**config.mk**
```make
export PLATFORM = sky130hd
export DESIGN_NAME = lcd_cmd_arbiter
export DESIGN_NICKNAME = d
export VERILOG_FILES = /design/src/rtl/lcd_pkg.sv /design/src/rtl/lcd_dly_timer.sv /design/src/rtl/lcd_cmd_arbiter.sv
export SDC_FILE = /design/constraint.sdc
export NUM_CORES = 1
export LEC_CHECK = 0
export BUFFER_PORTS_ARGS = -buffer_cell sky130_fd_sc_hd__buf_2
export CORE_MARGIN = 2
export CORE_UTILIZATION = 27
export DETAILED_ROUTE_END_ITERATION = 10
export GPL_TIMING_DRIVEN = 0
export SLEW_MARGIN = 10
export SYNTH_ARGS = -nofsm -noshare
export SYNTH_HDL_FRONTEND = slang
export SYNTH_SLANG_ARGS = --single-unit
```
**constraint.sdc**
```tcl
create_clock -name sys_clk -period 4.5 [get_ports sys_clk]
set_input_delay 0.225 -clock sys_clk [delete_from_list [all_inputs] [get_ports sys_clk]]
set_output_delay 0.225 -clock sys_clk [all_outputs]
set_load 0.01 [all_outputs]
```
**src/rtl/lcd_pkg.sv**
```systemverilog
// Shared LCD definitions: FSM states, command width, HD44780 codes,
// default post-command delays and the long-delay command classifier.
package lcd_pkg;

  typedef enum logic [1:0] {
    ST_IDLE  = 2'd0,
    ST_BUSY  = 2'd1,
    ST_DELAY = 2'd2
  } lcd_state_t;

  localparam int unsigned CMD_W = 9;

  localparam logic [7:0] CODE_CLEAR = 8'h01;
  localparam logic [7:0] CODE_HOME  = 8'h02;

  localparam int unsigned DEF_DLY_W     = 18;
  localparam logic [17:0] DEF_SHORT_DLY = 18'd2150;
  localparam logic [17:0] DEF_LONG_DLY  = 18'd82000;

  // Clear Display and Return Home (0x01..0x03, bit 0 of Home is don't-care)
  // need the long execution time; everything else, including 0x00, is short.
  function automatic logic is_long_cmd(input logic rs, input logic [7:0] data);
    return !rs && ((data == CODE_CLEAR) || (data == CODE_HOME) ||
                   (data == (CODE_CLEAR | CODE_HOME)));
  endfunction

endpackage

```
**src/rtl/lcd_dly_timer.sv**
```systemverilog
// Loadable down-counter with zero flag; holds at zero once expired.
module lcd_dly_timer #(
  parameter int unsigned DLY_W = 18
) (
  input  logic             clk,
  input  logic             rst,
  input  logic             load,
  input  logic [DLY_W-1:0] value,
  output logic             zero
);

  logic [DLY_W-1:0] cnt;

  // Load takes precedence; otherwise count down and stop at zero.
  always_ff @(posedge clk) begin
    if (rst) begin
      cnt <= '0;
    end else if (load) begin
      cnt <= value;
    end else if (cnt != '0) begin
      cnt <= cnt - DLY_W'(1);
    end
  end

  assign zero = (cnt == '0);

endmodule

```
**src/rtl/lcd_cmd_arbiter.sv**
```systemverilog
// Two-port command arbiter in front of the LCD raw controller.
// Port 0 = CPU instruction port, port 1 = character-RAM refresh scanner.
// Define LCD_ARB_RR_EN for round-robin tie-breaking; default is fixed
// priority with port 0 winning ties.
module lcd_cmd_arbiter
  import lcd_pkg::*;
#(
  parameter int unsigned      DLY_W     = DEF_DLY_W,
  parameter logic [DLY_W-1:0] SHORT_DLY = DEF_SHORT_DLY,
  parameter logic [DLY_W-1:0] LONG_DLY  = DEF_LONG_DLY
) (
  input  logic             sys_clk,
  input  logic             rst,
  input  logic             req0,
  input  logic [CMD_W-1:0] cmd0,
  output logic             ack0,
  input  logic             req1,
  input  logic [CMD_W-1:0] cmd1,
  output logic             ack1,
  output logic [7:0]       lcd_data,
  output logic             lcd_rs,
  output logic             lcd_start,
  input  logic             lcd_done,
  output logic             busy,
  output logic             gnt_id
);

  lcd_state_t       state, state_n;
  logic             start_n, rs_n, gnt_n, ack0_n, ack1_n;
  logic [7:0]       data_n;
  logic             win;
  logic [CMD_W-1:0] win_cmd;
  logic             dly_load, dly_zero;
  logic [DLY_W-1:0] dly_value;

`ifdef LCD_ARB_RR_EN
  logic prio;

  // Tie-break pointer: names the port to favour next; flips away from the
  // port that was just acknowledged.
  always_ff @(posedge sys_clk) begin
    if (rst) begin
      prio <= 1'b0;
    end else if ((state == ST_BUSY) && lcd_done) begin
      prio <= ~gnt_id;
    end
  end

  // Lone requester wins; on a tie the pointer decides.
  always_comb begin
    win = (req0 && req1) ? prio : req1;
  end
`else
  // Fixed priority: port 1 wins only when port 0 is not requesting.
  always_comb begin
    win = req1 && !req0;
  end
`endif

  assign win_cmd = win ? cmd1 : cmd0;

  lcd_dly_timer #(.DLY_W(DLY_W)) u_dly_timer (
    .clk   (sys_clk),
    .rst   (rst),
    .load  (dly_load),
    .value (dly_value),
    .zero  (dly_zero)
  );

  // State and registered outputs; reset drops any in-flight command.
  always_ff @(posedge sys_clk) begin
    if (rst) begin
      state     <= ST_IDLE;
      lcd_start <= 1'b0;
      lcd_data  <= '0;
      lcd_rs    <= 1'b0;
      gnt_id    <= 1'b0;
      ack0      <= 1'b0;
      ack1      <= 1'b0;
    end else begin
      state     <= state_n;
      lcd_start <= start_n;
      lcd_data  <= data_n;
      lcd_rs    <= rs_n;
      gnt_id    <= gnt_n;
      ack0      <= ack0_n;
      ack1      <= ack1_n;
    end
  end

  // Next-state and next-output decode; the delay is loaded on the same edge
  // that enters DELAY, so the ack cycle sees the full count.
  always_comb begin
    state_n   = state;
    start_n   = lcd_start;
    data_n    = lcd_data;
    rs_n      = lcd_rs;
    gnt_n     = gnt_id;
    ack0_n    = 1'b0;
    ack1_n    = 1'b0;
    dly_load  = 1'b0;
    dly_value = is_long_cmd(lcd_rs, lcd_data) ? LONG_DLY : SHORT_DLY;
    case (state)
      ST_IDLE: begin
        if (req0 || req1) begin
          state_n = ST_BUSY;
          start_n = 1'b1;
          rs_n    = win_cmd[8];
          data_n  = win_cmd[7:0];
          gnt_n   = win;
        end
      end
      ST_BUSY: begin
        if (lcd_done) begin
          state_n  = ST_DELAY;
          start_n  = 1'b0;
          ack0_n   = ~gnt_id;
          ack1_n   = gnt_id;
          dly_load = 1'b1;
        end
      end
      ST_DELAY: begin
        if (dly_zero) begin
          state_n = ST_IDLE;
        end
      end
      default: begin
        state_n = ST_IDLE;
        start_n = 1'b0;
      end
    endcase
  end

  assign busy = (state != ST_IDLE);

endmodule
```
Word-level counts from Yosys, hierarchy flattened
Cells that the tools add are included.
{ "totals": {"reg_bits": 33, "latchBits": 0, "mem_bits_rw": 0, "mem_bits_ro": 0, "in_bits": 23, "wordCells": 50, "mem_count": 0} }
{ "classes": {"add_sub_neg": 1, "multipliers": 0, "n_div": 0, "n_lt_le_gt_ge": 0, "eq_ne": 8, "shifts": 0, "n_mux": 13, "bitwise": 4, "reduce_logical": 16} }
{ "op_table": {"columns": ["operator", "n"], "rows": [
  ["18-bit 2-to-1 mux", 2],
  ["18-bit zero test", 1],
  ["18-bit nonzero test", 1],
  ["18-bit by 1-bit subtractor with 18-bit output, second input constant", 1],
  ["17-bit 2-to-1 mux", 1],
  ["8-bit by 2-bit equality test with 1-bit output, second input constant", 2],
  ["9-bit 2-to-1 mux", 1],
  ["8-bit by 1-bit equality test with 1-bit output, second input constant", 1],
  ["2-bit 2-to-1 mux", 3],
  ["2-bit inequality test, second input constant", 3],
  ["2-bit case mux with 3 select lines", 1],
  ["3-bit AND reduction", 2],
  ["1-bit 2-to-1 mux", 4],
  ["1-bit inverter", 4],
  ["2-bit nonzero test", 2],
  ["1-bit logical OR", 3],
  ["1-bit case mux with 3 select lines", 1],
  ["3-bit OR reduction", 1],
  ["2-bit by 1-bit equality test with 1-bit output, second input constant", 1],
  ["2-bit equality test, second input constant", 1],
  ["1-bit logical AND", 2],
  ["1-bit zero test", 2],
  ["2-bit zero test", 1],
  ["2-bit AND reduction", 1]
]} }

Logic depth before layout (Yosys ltp)
{ "logic_depth": {"ltp_word": 6, "depth_mapped": 7, "ltp_nobuf": 6} }

Cells and area by module
A second synthesis with hierarchy kept.
{ "hier_totals": {"cells_unflattened": 208, "area_unflattened_um2": 1679.1} }
{ "by_module_without_submodules": {"columns": ["mod", "n_inst", "cells_per_inst", "area_each_um2"], "rows": [
  ["lcd_dly_timer", 1, 125, 993.5],
  ["lcd_cmd_arbiter", 1, 83, 685.7]
]} }

Worst setup path before layout
OpenSTA, ideal clock, no wires.
{ "synth_path": {"kind": "register to register", "start": "reg u_dly_timer.cnt[8]", "end": "reg u_dly_timer.cnt[1]", "t_arrival_ns": 2.005, "required_time_ns": 4.384, "setup_slack_ns": 2.378, "stages_incl_launch_ff": 6, "path_buffers": 1, "synth_period_minus_slack_ns": 2.122, "cell_sequence": "dfxtp_1 or4_1 buf_2 or3_4 or4_1 and4_1"} }
{ "synth_between": {"elab_chain_cells": 2} }
{ "synth_rtl": {"columns": ["element", "line", "source"], "rows": [
  ["start, declared", "lcd_dly_timer.sv:12", "logic [DLY_W-1:0] cnt;"],
  ["start signal, assigned", "lcd_dly_timer.sv:19", "cnt <= value;"],
  ["start signal, assigned", "lcd_dly_timer.sv:21", "cnt <= cnt - DLY_W'(1);"],
  ["18-bit nonzero test", "lcd_dly_timer.sv:20", "end else if (cnt != '0) begin"],
  ["2-bit nonzero test (no line)", null, null]
]} }
No other way between the ends.
A chain may end at the register's enable or synchronous reset.

Worst setup path in the final report
{ "layout_path": {"start": "reg u_dly_timer.cnt[3]", "end": "reg u_dly_timer.cnt[6]"} }
{ "layout_between": {"elab_chain_cells": 3, "elab_cells_between_ends": 5} }
{ "layout_rtl": {"columns": ["element", "line", "source"], "rows": [
  ["18-bit by 1-bit subtractor with 18-bit output", "lcd_dly_timer.sv:21", null],
  ["18-bit 2-to-1 mux", "lcd_dly_timer.sv:20", null],
  ["18-bit 2-to-1 mux", "lcd_dly_timer.sv:18", "end else if (load) begin"]
]} }
Parallel ways exist; a longest one is shown, timed or not. The select of a mux whose other input is x is not followed.

==> flow_metrics.py <==
metrics = {
    "synthesis": {
        "async_flop_share_pct": 0,
        "synth_area_um2": 1638,
        "synthAdderAreaFrac_pct": 0.7639,
        "synth_simple_gate_area_share_pct": 25.21,
        "synth_top_family_by_area": "simple AND/OR/NAND/NOR gates",
        "yosysTopAreaCellShare_pct": 40.34,
        "yosys_warnings": 0,
        "synth_edf_count": 0,
        "postSynthAreaPerCell_um2": 8.853,
        "syn-num-nets": 209,
        "syn_inst": 185,
        "synth_xor_xnor_area_share_pct": 2.139,
        "ys_seq_elements": 33,
        "synth_compound_area_share_pct": 19.79,
        "synth_cell_types": 41,
        "synthFlopType": "dfxtp_1",
        "synthTopCellsByArea": "dfxtp_1 40%, mux2i_1 7.9%, a211oi_1 6.4%, nor2_1 3.7%, or4_1 3.7%",
        "yosys-mux-area-fraction_pct": 7.945,
        "yosysTopAreaCell": "dfxtp_1",
        "synth.yosys.seq_area_share_pct": 40.34,
    },
    "cts": {
        "cts_buffers": 5,
        "clockRootBuffer": "clkbuf_8",
        "clock_path_buffers": 2,
        "cts_resized": 0,
        "cts.hold.buffers_added": 0,
        "clk_latency_ps": 290,
        "cts_setup_buffers": 0,
        "path_clk_slew_ps": 80,
        "tritoncts": "yes",
        "clkSinkCount": 33,
        "htreeDepth": 2,
    },
    "critical_path": {
        "start_kind": "register",
        "worstPathRequired_ps": 4650,
        "critPathArrivalTime_ps": 2460,
        "cp_cell_sequence": "or4_4, or3_4, clkbuf_1, nor4_1, a311oi_1",
        "critPathKind": "reg -> reg",
        "critPathCaptureType": "register",
        "slowest_stage": "or4_4",
        "critical_path.max_fanout": 10,
        "cpPeakStageDelay_ps": 580,
    },
    "timing": {
        "max_freq_mhz": 432.4,
        "worst_slew_pin_slew_ps": 903.5,
        "setup_viol": 0,
        "fin_ws_ps": 2187,
        "fin_tns_setup_ps": 0,
        "whs_ps": 176.1,
        "finalCritPeriodShare_pct": 51.39,
        "rsz0062_at_grt": "no",
        "relSlewSlack_pct": 39.31,
        "clock-skew-final_ps": 9.529,
        "fin_crit_ps": 2313,
        "hold_violations": 0,
        "slew_violations": 0,
    },
    "placed_design": {
        "dp_hpwl_um": 2909,
        "port_buffers": 36,
        "dpl.cell_count": 296,
        "placed_area_um2": 1912,
        "gp_congestion": 0.8085,
        "dp_slack_ps": 2203,
    },
    "global_route": {
        "grt_pass1_wl_um": 6693,
        "antenna_found_initial": 0,
        "overflow": 0,
        "grt_pass1_vias": 1467,
        "grtUsageTotal_pct": 13.09,
        "grt_max_degree": 12,
    },
    "pwr": {
        "ir_worst_vdd_uv": 254.9,
        "power.density_nw_per_um2": 736.9,
        "p_total_mw": 1.497,
        "p_leak_nw": 0.8291,
    },
    "final_layout": {
        "final_core_util_pct": 34.52,
        "drive_above_1_share_pct": 23.14,
        "layout_common_cells": "38 x buf_2, 33 x dfxtp_1, 16 x nor2_1",
        "antenna_cells": 0,
        "final_common_cell": "buf_2",
        "nets": 252,
        "fin_area_um2": 2032,
        "finalNonFillerCells": 304,
        "synthToLayoutAreaGrowth_pct": 24.06,
    },
    "die": {
        "die_y_um": 81.89,
        "dieArea_um2": 6705,
        "initial_utilization_pct": 27.83,
        "coreArea_um2": 5886,
        "ios": 37,
        "die_w_um": 81.89,
        "rows": 28,
    },
    "routing": {
        "wirelength_um": 4206,
        "num_vias": 1546,
        "dr.pass1.iters": 4,
        "route.detailed.drc": 0,
        "viasPerCell": 5.086,
        "ant_nets": 0,
        "drt_iter0_drc": 90,
        "wl_per_cell_um": 13.84,
    },
    "status": {
        "outcome": "finished clean",
    },
    "run": {
        "maxCapViolCount": 0,
    },
    "worst_hold_path": {
        "hp-class": "in -> reg",
    },
}
report_power, final:
part           total [mW]  switching (mW)  internal, mW
Combinational       0.743           0.437         0.306
Clock               0.301           0.121         0.180
Sequential          0.453          0.0790         0.374
Total                1.50           0.637         0.861
synthesized netlist by cell type, types with 2 or more instances:
cell type and n:
nand4b_1 2, or3_4 2, o21ai_0 5, nor4_1 5
a311oi_1 3, mux2i_1 13, a211oi_1 14, o211ai_1 2
or3_1 9, clkbuf_1 10, nor2_1 16, a21oi_1 10
nor3_1 7, nor2b_1 2, or4_1 8, o31ai_1 3
xor2_1 3, nand2_1 11, buf_2 2, a31o_2 2
dfxtp_1 33, inv_1 4
logic make-up (layout without fill, tap and decap cells):
kind of cell,after synthesis,in the layout
simple gates,72,72
buf+inv,16,60
flops,33,33
fa+ha+maj,1,1
mux,13,13
compound gates,46,46
xor+xnor,4,4
critical path, delay by kind of cell (launching register included):
family,cells,cell delay (ps)
buffers and inverters,1,250
flip-flops,1,360
AND/OR/NAND/NOR,3,1470
AO/OA/AOI/OAI,1,90
path summary, 6_finish.rpt:
path,start,endpoint,slack (ps),cells past startpoint
setup / recovery,u_dly_timer.cnt[3],u_dly_timer.cnt[6],2190,5
hold / removal,lcd_done,state[0],180,2
setup reg to reg,u_dly_timer.cnt[3],u_dly_timer.cnt[6],2190,5
hold reg to reg,u_dly_timer.cnt[15],u_dly_timer.cnt[15],470,2
layer usage:
metal | GRT usage [%] | share of wire (%) | vias to the layer above
li1 | - | - | 785
met1 | 16.86 | 47 | 688
met2 | 20.41 | 44 | 66
met3 | 3.187 | 7.2 | 7
met4 | 6.333 | 1.7 | 0
met5 | 0 | 0 | -
cell type report:
type                       count  area (µm²)
fill                         629        3854
multi-input combinational    136       914.6
sequential                    33       660.6
timing repair buffer          36       180.2
tap                           75       93.84
clock buffer                   6       82.58
buffer                        12       47.55
clock inverter                 2       37.54
inverter                       4       15.01
registers in the layout, summed over array words and instances, names as in the netlist:
register / count
lcd_rs: 1
u_dly_timer.cnt: 18
ack1: 1
lcd_data: 8
gnt_id: 1
state: 2
lcd_start: 1
ack0: 1
No activity file was read; power rests on OpenSTA's default activity.
